<file path="config.mk">
export PLATFORM = sky130hd
export DESIGN_NAME = mult_arbiter
export DESIGN_NICKNAME = d
export VERILOG_FILES = /design/src/rtl/mult_arbiter.sv
export SDC_FILE = /design/constraint.sdc
export NUM_CORES = 1
export LEC_CHECK = 0
export BUFFER_PORTS_ARGS = -buffer_cell sky130_fd_sc_hd__clkbuf_2
export CELL_PAD_IN_SITES_DETAIL_PLACEMENT = 1
export CELL_PAD_IN_SITES_GLOBAL_PLACEMENT = 1
export CORE_AREA = 4 4 198 104
export CTS_CLUSTER_DIAMETER = 40
export DETAILED_ROUTE_END_ITERATION = 10
export DIE_AREA = 0 0 202 108
export MAX_ROUTING_LAYER = met4
export PLACE_DENSITY = 0.92
export SYNTH_ARGS = -nofsm -noshare
export SYNTH_HDL_FRONTEND = slang
export SYNTH_SLANG_ARGS = --single-unit
export TNS_END_PERCENT = 10
</file>
<file path="constraint.sdc">
create_clock -name clk_i -period 5.1 [get_ports clk_i]
set_clock_uncertainty 0.05 [all_clocks]
set_input_delay 0.255 -clock clk_i [delete_from_list [all_inputs] [get_ports clk_i]]
set_output_delay 0.255 -clock clk_i [all_outputs]
set_load 0.01 [all_outputs]
</file>
<file path="src/rtl/mult_arbiter.sv">
// mult_arbiter: shares one external sequential multiplier among NREQ
// requesters with round-robin arbitration. One operation is in flight at
// a time: IDLE (arbitrate) -> ISSUE (start pulse) -> WAIT (until done)
// -> RESP (one-cycle response pulse to the winner).
//
// Optional build macro: MULT_ARB_TIMEOUT_EN adds a watchdog that ends a
// WAIT lasting TIMEOUT cycles with resp_err_o=1 and a zero product.
//
// Handshake summary: req_valid_i is a level held by the requester until
// its req_ready_o bit pulses for one cycle (acceptance); the result is
// returned as a one-cycle resp_valid_o pulse on the same requester's bit,
// with resp_product_o/resp_err_o qualified by that pulse. Towards the
// multiplier, mult_valid_o is a one-cycle start pulse, operands stay
// stable until completion, and mult_done_i is a level.
module mult_arbiter #(
  parameter int WIDTH   = 32,
  parameter int NREQ    = 4,
  parameter int TIMEOUT = 64
) (
  input  logic                       clk_i,
  input  logic                       rst_ni,
  input  logic [NREQ-1:0]            req_valid_i,
  input  logic [NREQ*WIDTH-1:0]      req_opa_i,
  input  logic [NREQ*WIDTH-1:0]      req_opb_i,
  output logic [NREQ-1:0]            req_ready_o,
  output logic [NREQ-1:0]            resp_valid_o,
  output logic [WIDTH-1:0]           resp_product_o,
  output logic                       resp_err_o,
  output logic                       mult_valid_o,
  output logic [WIDTH-1:0]           mult_opa_o,
  output logic [WIDTH-1:0]           mult_opb_o,
  input  logic                       mult_done_i,
  input  logic [WIDTH-1:0]           mult_product_i,
  output logic [1:0]                 state_o,
  output logic [$clog2(NREQ)-1:0]    rr_ptr_o
);

  localparam int PW = $clog2(NREQ);

  typedef enum logic [1:0] {
    IDLE  = 2'd0,
    ISSUE = 2'd1,
    WAIT  = 2'd2,
    RESP  = 2'd3
  } state_e;

  // Reject unsupported configurations at elaboration time.
  if (NREQ < 2 || NREQ > 8 || TIMEOUT < 1) begin : g_bad_params
    $error("mult_arbiter: NREQ must be 2..8 and TIMEOUT at least 1");
  end

  state_e            state_q, state_d;
  logic [PW-1:0]     rr_ptr_q, rr_ptr_d;
  logic [PW-1:0]     win_q, win_d;
  logic              first_wait_q, first_wait_d;
  logic [NREQ-1:0]   req_ready_q, req_ready_d;
  logic [NREQ-1:0]   resp_valid_q, resp_valid_d;
  logic [WIDTH-1:0]  resp_product_q, resp_product_d;
  logic              mult_valid_q, mult_valid_d;
  logic [WIDTH-1:0]  mult_opa_q, mult_opa_d;
  logic [WIDTH-1:0]  mult_opb_q, mult_opb_d;

`ifdef MULT_ARB_TIMEOUT_EN
  localparam int CW = $clog2(TIMEOUT + 1);
  logic [CW-1:0]     cnt_q, cnt_d;
  logic              resp_err_q, resp_err_d;
`endif

  logic [WIDTH-1:0]  opa_arr [NREQ];
  logic [WIDTH-1:0]  opb_arr [NREQ];
  logic [PW-1:0]     pick;
  logic              found;
  logic [NREQ-1:0]   pick_oh;
  logic [NREQ-1:0]   win_oh;
  logic [PW-1:0]     win_next;

  // Split the flat operand buses into per-requester slices.
  always_comb begin
    for (int k = 0; k < NREQ; k++) begin
      opa_arr[k] = req_opa_i[k*WIDTH +: WIDTH];
      opb_arr[k] = req_opb_i[k*WIDTH +: WIDTH];
    end
  end

  // Round-robin scan: first requesting index at or after rr_ptr, wrapping.
  always_comb begin
    pick  = '0;
    found = 1'b0;
    for (int k = 0; k < NREQ; k++) begin
      logic [PW-1:0] idx;
      idx = PW'((int'(rr_ptr_q) + k) % NREQ);
      if (!found && req_valid_i[idx]) begin
        found = 1'b1;
        pick  = idx;
      end
    end
  end

  assign pick_oh  = NREQ'(1) << pick;
  assign win_oh   = NREQ'(1) << win_q;
  assign win_next = (win_q == PW'(NREQ - 1)) ? '0 : win_q + PW'(1);

  // Next-state and registered-output computation for the arbiter FSM.
  always_comb begin
    state_d        = state_q;
    rr_ptr_d       = rr_ptr_q;
    win_d          = win_q;
    first_wait_d   = first_wait_q;
    req_ready_d    = '0;
    resp_valid_d   = '0;
    resp_product_d = resp_product_q;
    mult_valid_d   = 1'b0;
    mult_opa_d     = mult_opa_q;
    mult_opb_d     = mult_opb_q;
`ifdef MULT_ARB_TIMEOUT_EN
    cnt_d          = cnt_q;
    resp_err_d     = 1'b0;
`endif

    unique case (state_q)
      IDLE: begin
        if (found) begin
          win_d        = pick;
          mult_opa_d   = opa_arr[pick];
          mult_opb_d   = opb_arr[pick];
          mult_valid_d = 1'b1;
          req_ready_d  = pick_oh;
          state_d      = ISSUE;
        end
      end
      ISSUE: begin
        // A done still high from the previous operation must not count.
        first_wait_d = 1'b1;
`ifdef MULT_ARB_TIMEOUT_EN
        cnt_d        = '0;
`endif
        state_d      = WAIT;
      end
      WAIT: begin
        first_wait_d = 1'b0;
        if (!first_wait_q && mult_done_i) begin
          resp_product_d = mult_product_i;
          resp_valid_d   = win_oh;
          state_d        = RESP;
        end
`ifdef MULT_ARB_TIMEOUT_EN
        else if (cnt_q == CW'(TIMEOUT - 1)) begin
          resp_product_d = '0;
          resp_valid_d   = win_oh;
          resp_err_d     = 1'b1;
          state_d        = RESP;
        end else begin
          cnt_d = cnt_q + CW'(1);
        end
`endif
      end
      RESP: begin
        rr_ptr_d = win_next;
        state_d  = IDLE;
      end
      default: state_d = IDLE;
    endcase
  end

  // State and output registers; reset aborts any operation in flight.
  always_ff @(posedge clk_i or negedge rst_ni) begin
    if (!rst_ni) begin
      state_q        <= IDLE;
      rr_ptr_q       <= '0;
      win_q          <= '0;
      first_wait_q   <= 1'b0;
      req_ready_q    <= '0;
      resp_valid_q   <= '0;
      resp_product_q <= '0;
      mult_valid_q   <= 1'b0;
      mult_opa_q     <= '0;
      mult_opb_q     <= '0;
    end else begin
      state_q        <= state_d;
      rr_ptr_q       <= rr_ptr_d;
      win_q          <= win_d;
      first_wait_q   <= first_wait_d;
      req_ready_q    <= req_ready_d;
      resp_valid_q   <= resp_valid_d;
      resp_product_q <= resp_product_d;
      mult_valid_q   <= mult_valid_d;
      mult_opa_q     <= mult_opa_d;
      mult_opb_q     <= mult_opb_d;
    end
  end

`ifdef MULT_ARB_TIMEOUT_EN
  // Watchdog counter and error flag registers.
  always_ff @(posedge clk_i or negedge rst_ni) begin
    if (!rst_ni) begin
      cnt_q      <= '0;
      resp_err_q <= 1'b0;
    end else begin
      cnt_q      <= cnt_d;
      resp_err_q <= resp_err_d;
    end
  end
  assign resp_err_o = resp_err_q;
`else
  assign resp_err_o = 1'b0;
`endif

  assign req_ready_o    = req_ready_q;
  assign resp_valid_o   = resp_valid_q;
  assign resp_product_o = resp_product_q;
  assign mult_valid_o   = mult_valid_q;
  assign mult_opa_o     = mult_opa_q;
  assign mult_opb_o     = mult_opb_q;
  assign state_o        = state_q;
  assign rr_ptr_o       = rr_ptr_q;

endmodule
</file>
# Yosys cells after proc, flatten, opt, wreduce, memory -nomap -nowiden
# Cells that the tools add are included.
# totals
register_bits,112
latchBits,0
ram_bits,0
mem_bits_ro,0
output_inout_bits,110
wordCells,74
n_memories,0
# classes
n_addsub,4
mul,0
n_div,0
magnitude_cmp,5
n_eq_ne,6
n_shift,2
n_mux,33
bitwise_logic,1
n_reduce_logical,13
# ops
cell,count
binary-select mux 32 bit (select 2 bit),2
two-way mux 32 bit,4
two-way mux 4 bit,4
two-way mux 2 bit,7
"< comparator 2 x 3 -> 1 bit, second input constant",4
two-way mux 1 bit,10
binary-select mux 1 bit (select 2 bit),4
one-hot mux 2 bit (4 select lines),1
"left shift 1 x 2 -> 4 bit, first input constant",2
"== test 2 bit, second input constant",3
AND reduction 2 bit,3
"adder 2 x 1 -> 2 bit, second input constant",2
"adder 2 bit, second input constant",2
logical AND 1 bit,4
zero test 1 bit,4
"inequality test 2 bit, second input constant",2
">= comparator 3 bit, second input constant",1
inverter 2 -> 3 bit,1
"== test 2 x 1 -> 1 bit, second input constant",1
zero test 2 bit,1
one-hot mux 1 bit (2 select lines),1
nonzero test 2 bit,1

# Longest topological paths before layout
# Gate-level depths: netlist of run 1.
# logic_depth
depth_word,16
mapped_depth,8
depth_no_buf,6

# Least setup slack after synthesis of run 1
# Ideal clock, no wire load.
# synth_path
kind,register to register
startpoint,reg state_q[0] (netlist: state_o[0])
endpoint,reg resp_product_q[10] (netlist: resp_product_o[10])
setup_ns,0.125
arrival_time_ns,1.540
t_required_ns,4.925
setup_slack_ns,3.385
path_stages_with_launch,6
path_buffers,1
cell_sequence,dfrtp_1 -> inv_1 -> ha_1 -> nand3_1 -> buf_2 -> mux2_2
# synth_via
elab_chain_cells,2
# synth_lines
element,line_no,source
from (decl),52,"state_e state_q, state_d;"
from (signal assigned),179,state_q <= state_d;
== test 2 bit,120,unique case (state_q)
AND reduction 2 bit (no line),n/a,
to (signal assigned),185,resp_product_q <= resp_product_d;
to (decl),58,"logic [WIDTH-1:0] resp_product_q, resp_product_d;"
# No other way between the ends.
# A chain may end at the register's enable or synchronous reset.

# Worst setup path after layout of run 1
# layout_path
startpoint,reg state_q[0] (netlist: state_o[0])
endpoint,reg mult_opa_q[1] (netlist: mult_opa_o[1])
# layout_via
elab_chain_cells,2
# layout_lines
element,line_no,source
zero test 2 bit,120,
AND reduction 2 bit (no line),n/a,
to (signal assigned),187,mult_opa_q <= mult_opa_d;
to (decl),60,"logic [WIDTH-1:0] mult_opa_q, mult_opa_d;"
# No other way between the ends.

==> flow_metrics.env, run 1 <==
export IMPL_regArea_mm2=0.00280
export IMPL_finalSetupViolCount=0
export IMPL_cts_root_buf="clkbuf_16"
export IMPL_drt_initial_drc_count=280
export IMPL_start_util=0.333
export IMPL_crit_fanout=67
export IMPL_top_layer="met4"
export IMPL_ant_nets=0
export IMPL_rrSetupSlack_ns=2.20
export IMPL_fp_row_count=36
export IMPL_synth_ff_type="dfrtp_1"
export IMPL_synth_fa_ha_area_frac=0.0139
export IMPL_cap_viol_max_count=0
export IMPL_wl_um=23700
export IMPL_worst_slew_pin_slew_ns=1.16
export IMPL_cts_tree="done"
export IMPL_vias_per_cell=4.89
export IMPL_leakagePower_uw=0.00472
export IMPL_synth_compound_area_frac=0.151
export IMPL_die_width_um=202
export IMPL_die_area_mm2=0.0218
export IMPL_drc=0
export IMPL_final_util=0.456
export IMPL_worst_setup_path_type="reg2reg"
export IMPL_final_min_clock_period_ns=2.90
export IMPL_grt_start_max_net_pins=72
export IMPL_areaGrowthSynthToFinish_pct=36.7
export IMPL_place_congestion=0.905
export IMPL_layoutNonFillerInstCount=1150
export IMPL_num_vias=5628
export IMPL_grt_setup_unrepaired="false"
export IMPL_post_cts_resized=0
export IMPL_ys_async_sr_fraction=1.00
export IMPL_grt_pass1_vias=6125
export IMPL_relSlewSlack=0.226
export IMPL_insertion_delay_ns=0.35
export IMPL_syn_nets=797
export IMPL_cp_start_kind="register"
export IMPL_cts_buffers=9
export IMPL_r2r_end="mult_opa_o[1]"
export IMPL_cp_end_kind="register"
export IMPL_avgSynthCellArea_um2=12.8
export IMPL_multi_input_area_mm2=0.00309
export IMPL_finalCritPeriodShare=0.569
export IMPL_ir_drop_mv=0.306
export IMPL_reg2reg_depth=6
export IMPL_post_drt_wl_per_cell_um=20.6
export IMPL_grt_ovfl_total=0
export IMPL_synth_cell_types=34
export IMPL_wirelength_met1_um=9930
export IMPL_drt_first_pass_iters=4
export IMPL_fin_nets=1177
export IMPL_synth_top_family_by_area="multiplexers"
export IMPL_io_pins=405
export IMPL_post_cts_buffers=0
export IMPL_wl_met3_um=1490
export IMPL_r2r_start="state_o[0]"
export IMPL_antenna_found_initial=5
export IMPL_ys_warn_count=0
export IMPL_cp_required_ns=5.21
export IMPL_hp_class="in2async"
export IMPL_clockBufferDepth=2
export IMPL_synth_xor_area_frac=0
export IMPL_dpl_hpwl_um=19200
export IMPL_tns_ns=0
export IMPL_ys_seq_area_frac=0.444
export IMPL_yosys_area_share_simple=0.0606
export IMPL_hold_ws_ns=-0.0384
export IMPL_max_freq_ghz=0.344
export IMPL_place_inst=1130
export IMPL_nFillCells=2201
export IMPL_worstPathArrival_ns=3.01
export IMPL_htreeDepth=3
export IMPL_hold_viol=16
export IMPL_path_clk_slew_ns=0.08
export IMPL_drive_gt1_frac=0.582
export IMPL_grt_usage=0.217
export IMPL_yosys_register_bits=112
export IMPL_status="complete, but fails checks"
export IMPL_die_h_um=108
export IMPL_clock_sinks=112
export IMPL_port_buffers=403
export IMPL_p_per_area_mw_per_mm2=555
export IMPL_grt_first_pass_wirelength_um=35600
export IMPL_synth_area_mux_share=0.263
export IMPL_synth_edf_count=0
export IMPL_netlist_instances=495
export IMPL_slew_viol_final=0
export IMPL_netlist_area_mm2=0.00632
export IMPL_coreArea_mm2=0.0190
export IMPL_hold_buffers=0
export IMPL_met2WireLength_um=11800
export IMPL_violations="hold timing"
[power by group]
| group | internal, uW | switching (uW) | total [uW] |
|---|---|---|---|
| Clock | 387 | 346 | 734 |
| Combinational | 1090 | 1410 | 2500 |
| Sequential | 1310 | 256 | 1570 |
| Total | 2790 | 2010 | 4800 |
[logic make-up (layout without fill, tap and decap cells)]
group | count (synthesis) | after routing
buf+inv | 50 | 434
compound gates | 75 | 75
simple gates | 88 | 88
flops | 112 | 112
fa+ha+maj | 7 | 7
other cells | 1 | 6
mux | 162 | 162
[worst max path at each step]
stage / start / end / slack, ns / cells after the start
after detailed placement: req_valid_i[1] / mult_opa_o[1] / 2.06 / 6
after CTS: state_o[0] / mult_opa_o[1] / 2.18 / 6
final: state_o[0] / mult_opa_o[1] / 2.20 / 6
after global placement: req_valid_i[1] / mult_opb_o[30] / 2.23 / 6
after global routing: state_o[0] / mult_opa_o[1] / 1.97 / 6
after floorplan: state_o[0] / resp_product_o[10] / 3.39 / 5
[critical path: stages (launching register included)]
cell	delay, ns
dfrtp_1	0.41
inv_1	0.08
ha_1	0.26
nand2b_4	0.61
inv_4	0.11
nand2b_4	0.80
o221ai_1	0.29
[cell usage after synthesis, types with 2 or more instances]
library cell | number | area (um2)
buf_8 | 7 | 105
clkbuf_4 | 6 | 45.0
buf_12 | 3 | 60.1
mux2_2 | 33 | 372
o221ai_1 | 16 | 140
inv_1 | 10 | 37.5
o22ai_1 | 2 | 12.5
o221ai_2 | 48 | 721
nor2_1 | 10 | 37.5
buf_6 | 8 | 90.1
dfrtp_1 | 112 | 2800
ha_1 | 7 | 87.6
buf_4 | 4 | 30.0
o21ai_1 | 2 | 10.0
o21ai_0 | 2 | 10.0
clkbuf_1 | 2 | 7.51
mux2i_1 | 129 | 1290
buf_2 | 9 | 45.0
nand2_1 | 69 | 259
nand2b_4 | 2 | 27.5
[registers in the layout, indices dropped and copies added (netlist names)]
register and cells:
state_o 2, mult_valid_o 1, win_q 2, mult_opb_o 32
mult_opa_o 32, rr_ptr_o 2, resp_valid_o 4, req_ready_o 4
first_wait_q 1, resp_product_o 32
[cell usage in the layout, fill, tap and decap left out, drive strengths merged, types with 2 or more instances in the layout]
cell type and instances:
buf 6, clkbuf 411, clkinv 3, dfrtp 112
diode 5, ha 7, inv 13, mux2 33
mux2i 129, nand2 70, nand2b 3, nand3 2
nor2 10, o21ai 4, o221ai 64, o22ai 2
[metrics by stage]
stage / setup slack, ns / instance area [um2] / total power [uW] / hold WS [ns]
floorplan: 3.39 / 6320 / 3310 / -0.0906
global placement: 2.23 / 8330 / 3990 / 0.372
detailed placement: 2.06 / 8330 / 4110 / 0.391
CTS: 2.18 / 8630 / 4870 / 0.00936
global route: 1.97 / 8640 / 5150 / 0.0350
finish: 2.20 / 8640 / 4800 / -0.0384
[layer usage]
layer,track usage,up-vias
li1,-,2602
met1,0.269,2795
met2,0.358,209
met3,0.0536,22
met4,0.0609,0
met5,-,-
[final cells by class]
class                           instances  area share
Multi-Input combinational cell        333       0.358
Sequential cell                       112       0.324
Timing Repair Buffer                  408       0.238
Tap cell                              266      0.0385
Clock buffer                            9      0.0261
Clock inverter                          6     0.00883
Inverter                               11     0.00507
Antenna cell                            5     0.00145
Note: power is estimated with default switching activity, not from simulation.
==> run 2, diff against run 1 <==
- CORE_AREA: 4 4 198 104 -> 4 4 214 112
- DIE_AREA: 0 0 202 108 -> 0 0 218 116
- PLACE_DENSITY: 0.92 -> 0.84
- clock period: 5.1 -> 2.5 ns (I/O delays scaled with it)
==> flow_metrics.env, run 2 (synthesized netlist as in run 1, its figures left out) <==
export IMPL_worstHoldStart="req_opb_i[107]"
export IMPL_cp_end_kind="register"
export IMPL_grt_pass1_vias=6335
export IMPL_grt_first_pass_wirelength_um=38700
export IMPL_die_h_um=116
export IMPL_clockBufferDepth=2
export IMPL_multi_input_area_mm2=0.00309
export IMPL_place_congestion=0.895
export IMPL_antenna_found_initial=4
export IMPL_status="finished clean"
export IMPL_dpl_hpwl_um=20700
export IMPL_max_stage_delay_ns=0.43
export IMPL_fp_row_count=39
export IMPL_final_cell_mix="402 x clkbuf_2, 129 x mux2i_1, 112 x dfrtp_1"
export IMPL_wl_um=26500
export IMPL_worst_setup_path_type="reg2reg"
export IMPL_ir_drop_mv=0.437
export IMPL_drive_gt1_frac=0.566
export IMPL_finalSetupViolCount=0
export IMPL_hp_class="in2reg"
export IMPL_final_min_clock_period_ns=1.97
export IMPL_grt_setup_unrepaired="false"
export IMPL_rrSetupSlack_ns=0.53
export IMPL_tns_ns=0
export IMPL_worstPathArrival_ns=2.14
export IMPL_power_uw=10100
export IMPL_finalCritPeriodShare=0.789
export IMPL_path_clk_slew_ns=0.09
export IMPL_hold_buffers=33
export IMPL_cp_start_kind="register"
export IMPL_vias_per_cell=4.68
export IMPL_regArea_mm2=0.00280
export IMPL_drt_first_pass_iters=4
export IMPL_crit_path_top_delay_cell="dfrtp_1"
export IMPL_r2r_start="rr_ptr_o[1]"
export IMPL_start_util=0.284
export IMPL_port_buffers=403
export IMPL_drt_initial_drc_count=249
export IMPL_crit_start="rr_ptr_o[1]"
export IMPL_leakagePower_uw=0.00495
export IMPL_min_path_cells=3
export IMPL_ant_nets=0
export IMPL_grt_ovfl_total=0
export IMPL_final_common_cell="clkbuf_2"
export IMPL_reg2reg_depth=7
export IMPL_drc=0
export IMPL_cts_buffers=9
export IMPL_cp_required_ns=2.67
export IMPL_post_cts_buffers=0
export IMPL_grt_usage=0.207
export IMPL_die_area_mm2=0.0253
export IMPL_die_width_um=218
export IMPL_areaGrowthSynthToFinish_pct=45.8
export IMPL_r2r_end="mult_opb_o[0]"
export IMPL_post_cts_resized=0
export IMPL_slew_viol_final=0
export IMPL_cpMostUsedCell="buf_12"
export IMPL_grt_start_max_net_pins=67
export IMPL_crit_fanout=30
export IMPL_nFillCells=2571
export IMPL_io_pins=405
export IMPL_coreArea_mm2=0.0223
export IMPL_htreeDepth=3
export IMPL_endpoint="mult_opb_o[0]"
export IMPL_hold_viol=0
export IMPL_p_per_area_mw_per_mm2=1100
export IMPL_num_vias=5757
export IMPL_post_drt_wl_per_cell_um=21.5
export IMPL_cap_viol_max_count=0
export IMPL_max_freq_ghz=0.507
export IMPL_cts_root_buf="clkbuf_16"
export IMPL_clock_sinks=112
export IMPL_hold_ws_ns=0.0417
export IMPL_fin_nets=1217
export IMPL_insertion_delay_ns=0.35
export IMPL_cts_tree="done"
export IMPL_crit_chain="inv_1, a21boi_2, o211ai_4, buf_12, buf_12, mux2i_1, o221ai_2"
-- run 2: changes by cell type in the layout (fill, tap and decap cells not counted), sizes merged --
cell	before	now
dlygate4sd3	0	33
buf	6	13
inv	13	15
bufinv	1	0
clkinv	3	2
clkinvlp	0	1
diode	5	4
-- run 2: where the power goes --
group | switching [uW] | total, uW | internal, uW
registers | 539 | 3210 | 2670
clock network | 754 | 1460 | 701
logic | 3030 | 5460 | 2430
-- run 2: critical path, delay by kind of cell (launching register included) --
kind            cells  cell delay [ns]
buf+inv             3             0.53
mux                 1             0.35
flops               1             0.43
compound gates      3             0.45
-- run 2: worst min path at each step --
stage / endpoint / slack (ns)
after floorplan: first_wait_q / -0.22
after global placement: mult_opb_o[14] / -0.05
after detailed placement: mult_opb_o[14] / -0.05
after CTS: mult_opa_o[12] / 0.02
after global routing: mult_opb_o[2] / 0.03
final: mult_opb_o[11] / 0.04
-- run 2: final cells by class --
cell class,instances,share of cell area
Timing Repair Buffer,448,0.281
Clock inverter,7,0.00666
Inverter,11,0.00475
Clock buffer,9,0.0244
Multi-Input combinational cell,333,0.336
Tap cell,307,0.0417
Sequential cell,112,0.304
Antenna cell,4,0.00109
-- run 2: per-stage QoR --
stage           util  instance area, um2  instances  setup slack [ns]
5_1_grt        0.414                9210       1231             0.424
3_5_place_dp   0.386                8580       1178             0.540
6_report       0.414                9210       1231             0.527
4_1_cts        0.414                9200       1227             0.534
3_3_place_gp   0.386                8580       1178             0.616
2_1_floorplan      -                6320        495             0.785
-- run 2: layer usage --
layer	vias up	wire, um	GRT usage
met1	2830	11200	0.257
met5	-	0	-
met2	219	13000	0.339
li1	2677	-	-
met3	31	1700	0.0561
met4	0	546	0.0480
==> run 3, diff against run 2 <==
- ABC_AREA: unset -> 1
- CORE_AREA: 4 4 214 112 -> 4 4 227 118
- DIE_AREA: 0 0 218 116 -> 0 0 231 122
- PLACE_DENSITY: 0.84 -> 0.88
- clock period: 2.5 -> 1.96 ns (I/O delays scaled with it)
==> flow_metrics.env, run 3 <==
export IMPL_drt_initial_drc_count=600
export IMPL_cp_start_kind="register"
export IMPL_max_freq_ghz=0.424
export IMPL_worstPathArrival_ns=2.64
export IMPL_synth_edf_count=0
export IMPL_drc=0
export IMPL_cpMostUsedCell="nand2_2"
export IMPL_clock_sinks=112
export IMPL_htreeDepth=3
export IMPL_fp_row_count=41
export IMPL_die_area_mm2=0.0282
export IMPL_coreArea_mm2=0.0248
export IMPL_final_util=0.507
export IMPL_crit_family="simple AND/OR/NAND/NOR gates"
export IMPL_crit_fanout=8
export IMPL_ys_top_cells_by_count="332 x nand2_1, 233 x nand3_1, 215 x inv_1"
export IMPL_violations="setup timing"
export IMPL_leakagePower_uw=0.00731
export IMPL_ys_top_cells_by_area="dfrtp_1 38%, nand2_1 17%, nand3_1 16%"
export IMPL_crit_chain="clkinvlp_4, nand2_2, nand2_2, nand2_2, nand2_2, nor2_4, nand3_2, nand2_4, nand2_8, buf_12, buf_6, buf_4, nand2_2, nand3_2, nand2_2, nand2_1, nand2_1"
export IMPL_max_stage_delay_ns=0.50
export IMPL_grt_util_met1=0.339
export IMPL_hold_viol=0
export IMPL_place_congestion=0.873
export IMPL_finalSetupViolCount=73
export IMPL_synth_top_cell_by_area="dfrtp_1"
export IMPL_synth_top_area_frac=0.381
export IMPL_die_width_um=231
export IMPL_areaGrowthSynthToFinish_pct=70.9
export IMPL_drive_gt1_frac=0.393
export IMPL_path_clk_slew_ns=0.09
export IMPL_hold_ws_ns=0.0133
export IMPL_port_buffers=403
export IMPL_netlist_area_mm2=0.00736
export IMPL_drt_first_pass_iters=5
export IMPL_rrSetupSlack_ns=-0.40
export IMPL_num_vias=9906
export IMPL_netlist_instances=1091
export IMPL_crit_path_top_delay_cell="dfrtp_2"
export IMPL_vias_per_cell=4.95
export IMPL_grt_start_max_net_pins=48
export IMPL_ys_async_sr_fraction=1.00
export IMPL_busiest_layer="met2"
export IMPL_cap_viol_max_count=0
export IMPL_finalCritPeriodShare=1.20
export IMPL_cp_end_kind="register"
export IMPL_grt_setup_unrepaired="true"
export IMPL_cts_root_buf="clkbuf_16"
export IMPL_io_pins=405
export IMPL_insertion_delay_ns=0.38
export IMPL_ant_nets=0
export IMPL_grt_util_met2=0.498
export IMPL_final_area_mm2=0.0126
export IMPL_cts_tree="done"
export IMPL_grt_ovfl_total=0
export IMPL_status="complete, but fails checks"
export IMPL_power_uw=25100
export IMPL_syn_nets=1393
export IMPL_wl_um=43200
export IMPL_synth_ff_type="dfrtp_1"
export IMPL_yosysMostFrequentCell="nand2_1"
export IMPL_die_h_um=122
export IMPL_avgSynthCellArea_um2=6.75
export IMPL_worst_setup_path_type="reg2reg"
export IMPL_slew_viol_final=0
export IMPL_grt_usage=0.298
export IMPL_ys_seq_area_frac=0.381
export IMPL_fin_ws_ns=-0.400
export IMPL_grtUsageMet3=0.0729
export IMPL_cts_buffers=9
export IMPL_p_per_area_mw_per_mm2=2000
export IMPL_grt_first_pass_wirelength_um=62300
export IMPL_post_drt_wl_per_cell_um=21.6
export IMPL_fin_nets=1944
export IMPL_cp_required_ns=2.24
export IMPL_hp_class="in2reg"
export IMPL_path_buf_inv=4
export IMPL_grt_pass1_vias=10965
export IMPL_ir_drop_mv=0.885
export IMPL_place_area_mm2=0.0101
export IMPL_ys_warn_count=0
export IMPL_final_common_cell="clkbuf_2"
export IMPL_start_util=0.296
export IMPL_antenna_found_initial=11
export IMPL_clockBufferDepth=2
export IMPL_final_min_clock_period_ns=2.36
export IMPL_final_cell_mix="402 x clkbuf_2, 307 x nand2_1, 212 x inv_1"
export IMPL_yosys_register_bits=112
export IMPL_dpl_hpwl_um=25600
export IMPL_synth_cell_types=23
[run 3: cell types whose count changed in the layout (fill, tap and decap cells not counted), moves of 24 or more]
cell	change
or2_1	+56
o221ai_2	-48
buf_4	+46
nand3_2	+48
nand2_2	+24
dlygate4sd3_1	+72
nand2_1	+238
nand3_1	+183
mux2i_1	-129
inv_1	+202
[run 3: logic make-up (layout without fill, tap and decap cells)]
family                   Yosys count  after routing  synth area share
AND/OR/NAND/NOR                  647            647             0.396
buffers and inverters            281            837             0.155
flip-flops                       112            112             0.381
multiplexers                      32             32            0.0490
AO/OA/AOI/OAI                     11             11           0.00748
adder cells (fa/ha/maj)            7              7            0.0119
other                              1             12          0.000510
[run 3: timing repair]
item | 4_1_cts | 5_1_grt
setup buffers | 15 | 11
pin swaps | 24 | 26
endpoints found under the setup margin | 72 | 73
endpoints found under the hold margin | 172 | 0
hold buffers | 105 | 0
resized for setup | 80 | 63
cloned | 9 | 4
[run 3: metal layers]
metal	wire length, um	share of wire
met5	0	0
met4	2070	0.048
met3	3040	0.070
met2	21300	0.49
met1	16800	0.39
[run 3: area by class of cell]
class / instances / area (um2)
fillers: 3202 / 12300
repair inverters: 1 / 7.51
flip-flops and latches: 112 / 2810
well taps: 344 / 430
diodes: 11 / 27.5
clock buffers: 9 / 225
repair buffers: 602 / 4350
inverters: 218 / 825
clock inverters: 7 / 82.6
multi-input cells: 698 / 3820
[run 3: path summary, 6_finish.rpt]
check	from	to	cells after the start
worst max register to register	rr_ptr_o[0]	mult_opb_o[11]	17
max in group asynchronous	rst_ni	rr_ptr_o[0]	3
worst min register to register	mult_opa_o[8]	mult_opa_o[8]	2
worst min-delay path	req_opb_i[58]	mult_opb_o[26]	4
min in group asynchronous	rst_ni	mult_opa_o[18]	2
worst max-delay path	rr_ptr_o[0]	mult_opb_o[11]	17
[run 3: where the power goes]
part	internal (uW)	switching, uW
Sequential	3500	855
Clock	917	1070
Combinational	8130	10700
Total	12500	12600
[run 3: worst reg2reg max path: stages, from the launching register on]
cell        delay (ns)
dfrtp_2           0.50
clkinvlp_4        0.18
nand2_2           0.11
nand2_2           0.07
nand2_2           0.08
nand2_2           0.07
nor2_4            0.10
nand3_2           0.10
nand2_4           0.13
nand2_8           0.08
buf_12            0.15
buf_6             0.12
buf_4             0.15
nand2_2           0.09
nand3_2           0.10
nand2_2           0.11
nand2_1           0.07
nand2_1           0.06
[run 3: through the flow]
step / instances / setup slack [ns] / setup TNS, ns
6_report: 2002 / -0.400 / -22.59
5_1_grt: 2002 / -0.546 / -32.71
2_1_floorplan: 1091 / 0.0178 / 0
3_5_place_dp: 1834 / -0.334 / -16.30
3_3_place_gp: 1834 / -0.235 / -8.15
4_1_cts: 1979 / -0.269 / -15.49
